[config.mk]
export PLATFORM = sky130hd
export DESIGN_NAME = tmds_ddio_sched
export DESIGN_NICKNAME = d
export VERILOG_FILES = /design/src/rtl/tmds_ddio_sched.sv
export SDC_FILE = /design/constraint.sdc
export NUM_CORES = 1
export LEC_CHECK = 0
export BUFFER_PORTS_ARGS = -buffer_cell sky130_fd_sc_hd__buf_4
export CAP_MARGIN = 20
export CORE_MARGIN = 10
export CORE_UTILIZATION = 51
export DETAILED_ROUTE_END_ITERATION = 12
export PLACE_DENSITY = 0.78
export SYNTH_ARGS = -nofsm -noshare
export SYNTH_HDL_FRONTEND = slang
export SYNTH_SLANG_ARGS = --single-unit
[constraint.sdc]
create_clock -name clk -period 2.4 [get_ports clk]
set_clock_uncertainty 0.15 [all_clocks]
set_input_delay 0.36 -clock clk [delete_from_list [all_inputs] [get_ports clk]]
set_output_delay 0.36 -clock clk [all_outputs]
set_load 0.005 [all_outputs]
[src/rtl/tmds_ddio_sched.sv]
// Purpose: slices 30-bit TMDS symbol groups into five bit pairs per lane for a 4-lane DDR output register (3 data + clock).
// Latency: pair 0 of an accepted word is on ddio_h/ddio_l one cycle after the accept edge, pair k after k+1 cycles.
// Backpressure: word_ready pulses once per 5-cycle symbol slot; a missing word_valid is filled with a control symbol.
// Optional: define TMDS_UNDERRUN_CNT_EN to add the saturating underrun_cnt output.
module tmds_ddio_sched #(
  parameter int unsigned START_WORDS = 4,
  parameter logic [9:0]  CTRL_WORD   = 10'b1101010100
) (
  input  logic        clk,
  input  logic        sclr,
  input  logic        en,
  input  logic [29:0] word_data,
  input  logic        word_valid,
  output logic        word_ready,
  output logic [3:0]  ddio_h,
  output logic [3:0]  ddio_l,
  output logic        ddio_oe,
  output logic        busy,
  output logic        underrun
`ifdef TMDS_UNDERRUN_CNT_EN
  ,
  output logic [7:0]  underrun_cnt
`else
  // no underrun counter port in this build
`endif
);

  // TMDS clock lane: five ones then five zeros, one pixel period per symbol
  localparam logic [9:0] CLK_WORD = 10'b0000011111;
  localparam logic [3:0] START_PC = 4'(START_WORDS);
  localparam logic [2:0] PH_LAST  = 3'd4;

  typedef enum logic [1:0] {
    ST_IDLE = 2'd0,
    ST_SYNC = 2'd1,
    ST_RUN  = 2'd2
  } state_t;

  typedef struct packed {
    logic [9:0] r;
    logic [9:0] g;
    logic [9:0] b;
  } tmds_word_t;

  // lane index matches the ddio bit map: [3]=clock, [2]=R, [1]=G, [0]=B
  typedef logic [3:0][9:0] lane_set_t;

  state_t     state_q, state_d;
  logic [2:0] ph_q, ph_d;
  logic [3:0] pc_q, pc_d;
  lane_set_t  sh_q, sh_d;

  tmds_word_t word_in;
  lane_set_t  load_sym;
  lane_set_t  shift_src;
  logic [3:0] h_d, l_d;
  logic       ph_last;
  logic       preamble_done;
  logic       run_slot;
  logic       do_load;
  logic       load_data;
  logic       pair_vld;
  logic       go_sync;

  assign word_in       = word_data;
  assign ph_last       = (ph_q == PH_LAST);
  assign preamble_done = (pc_q >= START_PC);
  assign busy          = (state_q != ST_IDLE);
  // slot boundary that behaves as RUN: either already in RUN or the last preamble symbol ending
  assign run_slot      = ph_last && ((state_q == ST_RUN) ||
                                     ((state_q == ST_SYNC) && preamble_done));

  // next-state, load decision and handshake outputs
  always_comb begin
    state_d    = state_q;
    ph_d       = ph_q;
    pc_d       = pc_q;
    do_load    = 1'b0;
    load_data  = 1'b0;
    go_sync    = 1'b0;
    word_ready = 1'b0;
    underrun   = 1'b0;

    case (state_q)
      ST_IDLE: begin
        ph_d = 3'd0;
        if (en) begin
          state_d = ST_SYNC;
          pc_d    = 4'd1;
          do_load = 1'b1;
          go_sync = 1'b1;
        end
      end

      ST_SYNC, ST_RUN: begin
        if (!ph_last) begin
          ph_d = ph_q + 3'd1;
        end else begin
          ph_d = 3'd0;
          if (!en) begin
            // en is only honoured at a symbol boundary so the symbol always completes
            state_d = ST_IDLE;
          end else if (run_slot) begin
            state_d    = ST_RUN;
            do_load    = 1'b1;
            word_ready = 1'b1;
            load_data  = word_valid;
            underrun   = !word_valid;
          end else begin
            do_load = 1'b1;
            pc_d    = pc_q + 4'd1;
          end
        end
      end

      default: begin
        state_d = ST_IDLE;
        ph_d    = 3'd0;
      end
    endcase
  end

  // symbol to load: real data or the control fill, clock lane always reloaded
  always_comb begin
    load_sym = load_data ? {CLK_WORD, word_in.r, word_in.g, word_in.b}
                         : {CLK_WORD, CTRL_WORD, CTRL_WORD, CTRL_WORD};
  end

  // next pair per lane: pair 0 straight from a fresh load, otherwise from the shifter
  always_comb begin
    shift_src = do_load ? load_sym : sh_q;
    h_d       = '0;
    l_d       = '0;
    sh_d      = '0;
    for (int i = 0; i < 4; i++) begin
      h_d[i]  = shift_src[i][0];
      l_d[i]  = shift_src[i][1];
      sh_d[i] = {2'b00, shift_src[i][9:2]};
    end
  end

  // a pair is presented whenever a symbol is loaded or one is still mid-flight
  assign pair_vld = do_load || (busy && !ph_last);

  // state, counters and registered DDR outputs
  always_ff @(posedge clk) begin
    if (sclr) begin
      state_q <= ST_IDLE;
      ph_q    <= 3'd0;
      pc_q    <= 4'd0;
      sh_q    <= '0;
      ddio_h  <= 4'd0;
      ddio_l  <= 4'd0;
      ddio_oe <= 1'b0;
    end else begin
      state_q <= state_d;
      ph_q    <= ph_d;
      pc_q    <= pc_d;
      if (pair_vld) begin
        sh_q    <= sh_d;
        ddio_h  <= h_d;
        ddio_l  <= l_d;
        ddio_oe <= 1'b1;
      end else begin
        sh_q    <= '0;
        ddio_h  <= 4'd0;
        ddio_l  <= 4'd0;
        ddio_oe <= 1'b0;
      end
    end
  end

`ifdef TMDS_UNDERRUN_CNT_EN
  // saturating count of fill symbols since the last start-up
  always_ff @(posedge clk) begin
    if (sclr || go_sync) begin
      underrun_cnt <= 8'd0;
    end else if (underrun && (underrun_cnt != 8'hFF)) begin
      underrun_cnt <= underrun_cnt + 8'd1;
    end
  end
`else
  // underrun is reported only through the pulse output in this build
`endif

endmodule

[Word level (Yosys, flattened, before mapping)]
Cells that the tools add are included.
Storage, ports and cells
  bits in registers: 58
  bits of input ports: 34
  output and inout port bits: 12
  word-level logic and storage cells: 70
Operators by class
  add/sub/neg operators: 2
  magnitude comparators: 1
  equal/unequal tests: 8
  multiplexer cells: 28
  bitwise operators: 2
  reduce and logical (&&, ||, !) cells: 15
Operators with widths (number)
  40-bit two-way mux: 1
  30-bit two-way mux: 1
  4-bit two-way mux: 4
  1-bit two-way mux: 15
  2-bit two-way mux: 4
  2-bit inequality test, second input constant: 4
  4-bit case mux with 2 select lines: 1
  5-bit AND reduction: 1
  4-bit by 1-bit adder with 4-bit output, second input constant: 1
  4-bit by 3-bit >= comparator with 1-bit output, second input constant: 1
  2-bit case mux with 2 select lines: 1
  2-bit nonzero test: 2
  2-bit OR reduction: 2
  3-bit by 1-bit adder with 3-bit output, second input constant: 1
  3-bit == test, second input constant: 1
  1-bit logical AND: 3
  3-bit inequality test, second input constant: 1
  3-bit AND reduction: 1
  3-bit OR reduction: 1
  2-bit by 1-bit == test with 1-bit output, second input constant: 1
  2-bit == test, second input constant: 1
  1-bit zero test: 2
  2-bit zero test: 1
  1-bit logical OR: 2
  other kinds (2): 3

[Logic depth before layout (Yosys ltp)]
Gate-level depths: netlist (run 1).
  depth after elaboration: 10
  depth in mapped cells: 7
  gate-level depth less buffers: 6

[Worst setup path after synthesis (run 1)]
Ideal clock, no wire load.
  path kind: reg2reg
  start: reg state_q[0]
  end: reg sh_q[0] (netlist name)
  library setup time: 0.119 ns
  arrival: 1.895 ns
  required time: 2.131 ns
  path slack: 0.236 ns
  cell stages (with the launch flop): 8
  path buffers: 1
  clock period less this slack: 2.164 ns
  path through: dfxtp_1 > inv_1 > ha_1 > and3_4 > o2111ai_4 > or2_2 > buf_2 > o221a_2
On the way
  cells in the longest elaborated chain, start to end: 10
  elaborated cells on any way between the ends: 19
  classes of those cells: eq/ne (2); mux (7); bitwise (1); reduce/logical (9)
RTL lines
  start, declared: RTL line 48  | state_t state_q, state_d;
  start signal, assigned: RTL line 156  | state_q <= state_d;
  2-bit by 1-bit == test with 1-bit output: RTL line 71, 84
  1-bit logical AND: RTL line 71  | ((state_q == ST_SYNC) && preamble_done));
  1-bit logical OR: RTL line 70  | assign run_slot = ph_last && ((state_q == ST_RUN) ||
  1-bit logical AND: RTL line 70
  1-bit two-way mux: RTL line 103  | end else if (run_slot) begin
  1-bit two-way mux: RTL line 100  | if (!en) begin
  1-bit two-way mux: RTL line 96  | if (!ph_last) begin
  1-bit two-way mux: RTL line 84  | case (state_q)
  30-bit two-way mux: RTL line 125  | load_sym = load_data ? {CLK_WORD, word_in.r, word_in.g, word_in.b}
  40-bit two-way mux: RTL line 131  | shift_src = do_load ? load_sym : sh_q;
  end signal, assigned: RTL line 151  | sh_q <= '0;
  end signal, assigned: RTL line 160  | sh_q <= sh_d;
  end signal, assigned: RTL line 165  | sh_q <= '0;
  end, declared: RTL line 51  | lane_set_t sh_q, sh_d;
Parallel ways exist; a longest one is shown, timed or not.
A chain may end at the register's enable or synchronous reset.

[Worst setup path after layout (run 1)]
  start: reg state_q[1]
  end: out underrun
On the way
  cells in the longest elaborated chain, start to end: 8
  elaborated cells on any way between the ends: 10
  classes of those cells: eq/ne (2); mux (4); reduce/logical (4)
RTL lines
  2-bit by 1-bit == test with 1-bit output: RTL line 71, 84
  1-bit logical AND: RTL line 71
  1-bit logical OR: RTL line 70
  1-bit logical AND: RTL line 70
  1-bit two-way mux: RTL line 103
  1-bit two-way mux: RTL line 100
  1-bit two-way mux: RTL line 96
  1-bit two-way mux (*): RTL line 84
  end, declared: RTL line 19  | output logic underrun
Mark *: on every way between the ends. The rest lies on a longest branch, timed or not.

==> flow_summary.json, run 1 <==
{
  "multi_input_area_um2": 795,
  "grt_overflow_total": 0,
  "fin_tns_setup_ps": 0,
  "reg2reg_depth": 7,
  "ff_latch_area_um2": 863,
  "status": "finished, final reports clean",
  "r2r_end": "sh_q[25]",
  "cts.sinks": 43,
  "post-place-ws_ps": 45.5,
  "setup.worst_path.start_class": "flip-flop",
  "synth-main-ff-cell": "dfxtp_1",
  "fillCellCount": 237,
  "p_per_area_mw_per_mm2": 753,
  "syn_avg_cell_area_um2": 11.5,
  "die_h_um": 77.8,
  "total_power_uw": 1650,
  "reg2reg_from": "state_q[1]",
  "drc": 0,
  "slowest_stage": "dfxtp_2",
  "num_rows": 20,
  "num_antenna_cells": 0,
  "yosysTopAreaCellShare_pct": 50.6,
  "cts_tree": "done",
  "synth_area_leaders": "dfxtp_1 51%, o221a_2 16%, ha_1 5.9%",
  "grt_antenna_before_repair": 0,
  "p_leak_uw": 0.000936,
  "io_buffers": 45,
  "yosysWarningCount": 0,
  "postCtsHoldBufs": 0,
  "cts.clk_slew.worst_paths_ps": 120,
  "critPathMaxFanout": 6,
  "drv_slew": 0,
  "start_util_pct": 54.4,
  "crit_path_max_incr_delay_ps": 380,
  "wl_um": 3880,
  "synth_edf_count": 0,
  "fin_nets": 239,
  "ys_seq_area_share_pct": 50.6,
  "clockBufferDepth": 2,
  "timing.critical_path.arrival_ps": 1780,
  "r2r_setup_slack_ps": 200,
  "holdPathStages": 2,
  "drt_iter0_drc": 87,
  "synth_seq_cells": 43,
  "syn_area_mm2": 0.00170,
  "rsz0062_at_grt": "false",
  "num_vias": 1348,
  "grt_pass1_wl_um": 6560,
  "core_mm2": 0.00313,
  "num_io_pins": 46,
  "die-area_mm2": 0.00605,
  "gp_congestion": 0.788,
  "yosysMostFrequentCell": "dfxtp_1",
  "drt_first_pass_iters": 4,
  "synth_area_leader_cell": "dfxtp_1",
  "drv_cap": 0,
  "ys_types": 32,
  "cp_cell_sequence": "inv_1, ha_4, nand4_1, or2_4, nor2_1, buf_4",
  "synthTopCellsByCount": "43 x dfxtp_1, 24 x o221a_2, 12 x o21a_1, 8 x ha_1, 6 x inv_1",
  "min_period_ps": 2290,
  "hold-worst-slack_ps": 71.5,
  "post-route-period-util_pct": 95.3,
  "viasPerCell": 5.57,
  "layout-drive-gt1-share_pct": 46.5,
  "synthCells": 148,
  "whs_endpoint": "sh_q[6]",
  "slew_headroom_pct": 60.0,
  "syn-num-nets": 190,
  "worst_slew_pin_slew_ps": 596,
  "hold_path.class": "in -> reg",
  "final_core_util_pct": 70.1,
  "die_w_um": 77.8,
  "crit_type": "reg -> out",
  "grt_pass1_vias": 1344,
  "hpwl_um": 2960,
  "cts_root_buf": "clkbuf_4",
  "cts_max_level": 2,
  "async_flop_share_pct": 0,
  "peakVddDrop_v": 0.000479,
  "clock_latency_ps": 340,
  "path_buf_inv": 2,
  "end_kind": "output pin",
  "grt_max_degree": 22,
  "track_usage_pct": 13.1,
  "crit_family": "simple AND/OR/NAND/NOR gates",
  "crit_required_ps": 1890,
  "setup_viol": 0,
  "postRouteAntennaNets": 0,
  "setup_slack_ps": 112,
  "min_from": "word_data[8]",
  "wl_per_cell_um": 16.0,
  "area_growth_pct": 28.8,
  "cts_inserted_buffers": 5,
  "fmax_ghz": 0.437,
  "hold_viol": 0
}
[logic make-up (layout without fill, tap and decap cells)]
family                   count (synthesis)  in the layout  share of synthesized area [%]
flip-flops                              43             43                           50.6
AO/OA/AOI/OAI                           52             52                           28.9
AND/OR/NAND/NOR                         31             31                           10.7
adder cells (fa/ha/maj)                  8              8                           5.88
buffers and inverters                   14             64                           3.90
[cells in the final DEF (no fill, tap or decap), drive strengths merged]
cell type   n
inv         6
a221oi      1
and2b       1
nor3        2
or2         2
dfxtp      43
clkbuf      5
nor3b       1
a21o        1
nand3       2
bufinv      1
nand2b      1
and3        3
nor2        4
ha          8
o21ai       5
a211oi      1
a21oi       5
nand4       1
clkinv      2
o221a      24
or3         1
o21a       12
nand2       4
a31oi       1
buf        50
nand3b      5
nor2b       4
o2111ai     1
o31ai       1
[flip-flops by register name (all words and copies together), names as in the netlist]
| signal | cells |
|---|---|
| state_q | 2 |
| sh_q | 26 |
| ddio_oe | 1 |
| ph_q | 3 |
| ddio_h | 4 |
| ddio_l | 3 |
| pc_q | 4 |
[layout make-up]
class                           count  area share [%]
Tap cell                           44            2.51
Clock inverter                      3            2.00
Inverter                            6            1.03
Clock buffer                        5            1.71
Multi-Input combinational cell     91            36.2
Timing Repair Buffer               50            17.1
Sequential cell                    43            39.4
[worst register-to-register path: cells and delay by family (launching register included)]
kind | cells | cell delay, ps
flops | 1 | 380
simple gates | 1 | 220
buf+inv | 2 | 340
compound gates | 3 | 760
fa+ha+maj | 1 | 310
[metrics by stage]
stage | instance area (um2) | std cells
after floorplan | 1700 | 148
after global placement | 2070 | 232
after detailed placement | 2070 | 232
after CTS | 2170 | 240
after global routing | 2190 | 242
final | 2190 | 242
[worst max-delay path by stage]
| stage | cells past startpoint | startpoint | slack (ps) | to |
|---|---|---|---|---|
| after floorplan | 7 | state_q[0] | 240 | sh_q[0] |
| after global placement | 5 | state_q[0] | 170 | sh_q[20] |
| after detailed placement | 5 | state_q[1] | 50 | sh_q[0] |
| after CTS | 6 | state_q[0] | 0.4 | underrun |
| after global routing | 6 | state_q[1] | 20 | underrun |
| final | 6 | state_q[1] | 110 | underrun |
[layer usage]
| metal | GRT usage (%) | routed length (um) | up-vias |
|---|---|---|---|
| met5 | 0 | 0 | - |
| met4 | 3.83 | 25 | 0 |
| met3 | 4.38 | 214 | 4 |
| met2 | 21.6 | 1880 | 43 |
| met1 | 15.7 | 1760 | 640 |
| li1 | - | - | 661 |
[where the power goes]
group,internal [uW],switching [uW],leakage [uW],total (uW)
logic,197,170,0.000536,368
clock network,219,229,0.0000452,448
registers,806,29.4,0.000355,836
total,1220,428,0.000936,1650
[repair_timing]
action / in CTS / in global routing
pin swaps: 0 / 1
endpoints found under the setup margin: 2 / 27
gates resized for setup: 3 / 4
buffers inserted: 0 / 2
Power figures use the tool's default switching activity.
==> run 2: changes to the inputs <==
CORE_UTILIZATION = 25   (was 51)
PLACE_DENSITY = not set   (was 0.78)
SETUP_SLACK_MARGIN = 0.02   (was not set)
==> flow_summary.json, run 2 (synthesized netlist as in run 1, its figures left out) <==
{
  "area_growth_pct": 32.4,
  "finalNonFillerCells": 279,
  "crit_path_max_incr_delay_ps": 350,
  "critPathMaxFanout": 8,
  "r2r_setup_slack_ps": 220,
  "track_usage_pct": 7.62,
  "cts.clk_slew.worst_paths_ps": 80,
  "die_w_um": 103,
  "die-area_mm2": 0.0105,
  "grt_overflow_total": 0,
  "drc": 0,
  "core_mm2": 0.00672,
  "start_util_pct": 25.3,
  "clock_latency_ps": 290,
  "num_antenna_cells": 0,
  "whs_endpoint": "sh_q[6]",
  "fin_nets": 240,
  "cts_tree": "done",
  "p_per_area_mw_per_mm2": 730,
  "num_rows": 30,
  "wl_per_cell_um": 14.6,
  "viasPerCell": 4.68,
  "timing.critical_path.arrival_ps": 1720,
  "slowest_stage": "dfxtp_2",
  "cts.sinks": 43,
  "hpwl_um": 3070,
  "grt_pass1_vias": 1308,
  "min_period_ps": 2230,
  "num_io_pins": 46,
  "path_depth": 6,
  "cts_inserted_buffers": 5,
  "reg2reg_from": "state_q[0]",
  "rsz0062_at_grt": "false",
  "total_power_uw": 1640,
  "peakVddDrop_v": 0.000308,
  "drv_cap": 0,
  "crit_required_ps": 1890,
  "fmax_ghz": 0.448,
  "cts_max_level": 2,
  "crit_type": "reg -> out",
  "drt_first_pass_iters": 4,
  "layout-drive-gt1-share_pct": 46.7,
  "setup_viol": 0,
  "layout_commonest_cell": "buf_4",
  "slew_headroom_pct": 65.9,
  "min_from": "word_data[8]",
  "grt_pass1_wl_um": 6280,
  "hold_path.class": "in -> reg",
  "hold-worst-slack_ps": 145,
  "gp_congestion": 0.755,
  "path_buf_inv": 2,
  "drv_slew": 0,
  "die_h_um": 103,
  "post-route-period-util_pct": 92.9,
  "fin_tns_setup_ps": 0,
  "reg2reg_depth": 7,
  "grt_max_degree": 17,
  "regMostFlops": "sh_q",
  "end_kind": "output pin",
  "crit_family": "simple AND/OR/NAND/NOR gates",
  "cp_cell_sequence": "inv_1, ha_4, nand4_1, or2_4, nor2_1, buf_4",
  "io_buffers": 45,
  "dp.cells": 270,
  "worst_slew_pin_slew_ps": 506,
  "wl_um": 4080,
  "reg.largest.list": "sh_q (26), ddio_h (4), pc_q (4)",
  "grt_antenna_before_repair": 0,
  "postCtsHoldBufs": 0,
  "cts_root_buf": "clkbuf_8",
  "status": "finished, final reports clean",
  "mostFrequentLayoutCells": "51 x buf_4, 41 x dfxtp_1, 24 x o221a_2",
  "p_leak_uw": 0.000934,
  "num_vias": 1305,
  "clockBufferDepth": 2,
  "setup.worst_path.start_class": "flip-flop",
  "holdPathStages": 2,
  "hold_viol": 0,
  "drt_iter0_drc": 87,
  "postRouteAntennaNets": 0,
  "largest_reg_flops": 26,
  "r2r_end": "ddio_h[0]"
}
-- run 2: timing repair --
item,4_1_cts,5_1_grt
gates cloned,0,0
setup buffers,0,1
resized for setup,2,5
setup endpoints to repair,2,11
-- run 2: worst max-delay path by stage --
stage / endpoint / start / slack (ps)
after floorplan: sh_q[0] / state_q[0] / 240
after global placement: sh_q[20] / state_q[0] / 100
after detailed placement: sh_q[10] / state_q[0] / 60
after CTS: underrun / state_q[1] / 50
after global routing: underrun / state_q[0] / 50
final: underrun / state_q[0] / 170
-- run 2: metal layers --
layer / global-route usage [%] / part of all wire [%]
met5: 0 / 0
met4: 1.84 / 0.34
met3: 3.28 / 8.6
met2: 12.2 / 46
met1: 9.16 / 45
-- run 2: worst register-to-register path, delay by kind of cell (launching register included) --
kind | cells | cell delay [ps]
and+or+nand+nor | 1 | 220
adders and majority gates | 1 | 330
buffers and inverters | 2 | 340
AOI/OAI and AO/OA | 3 | 730
DFF | 1 | 350
-- run 2: power by group --
group	internal (uW)	switching, uW	total [uW]
clock	202	243	445
combinational	194	170	364
sequential	806	28.4	834
-- run 2: final cells by class --
type                       instances  area, um2
sequential                        43        863
inverter                           6       22.5
timing repair buffer              51        383
tap                               80        100
fill                             694       4470
clock buffer                       5       68.8
clock inverter                     3       20.0
multi-input combinational         91        795
-- run 2: stage by stage --
| stage | setup WS, ps | cell area [um2] | util [%] |
|---|---|---|---|
| global route | 46.4 | 2250 | 33.5 |
| detailed placement | 55.8 | 2130 | 31.8 |
| floorplan | 236 | 1700 | - |
| CTS | 48.5 | 2230 | 33.3 |
| finish | 170 | 2250 | 33.5 |
| global placement | 104 | 2130 | 31.8 |
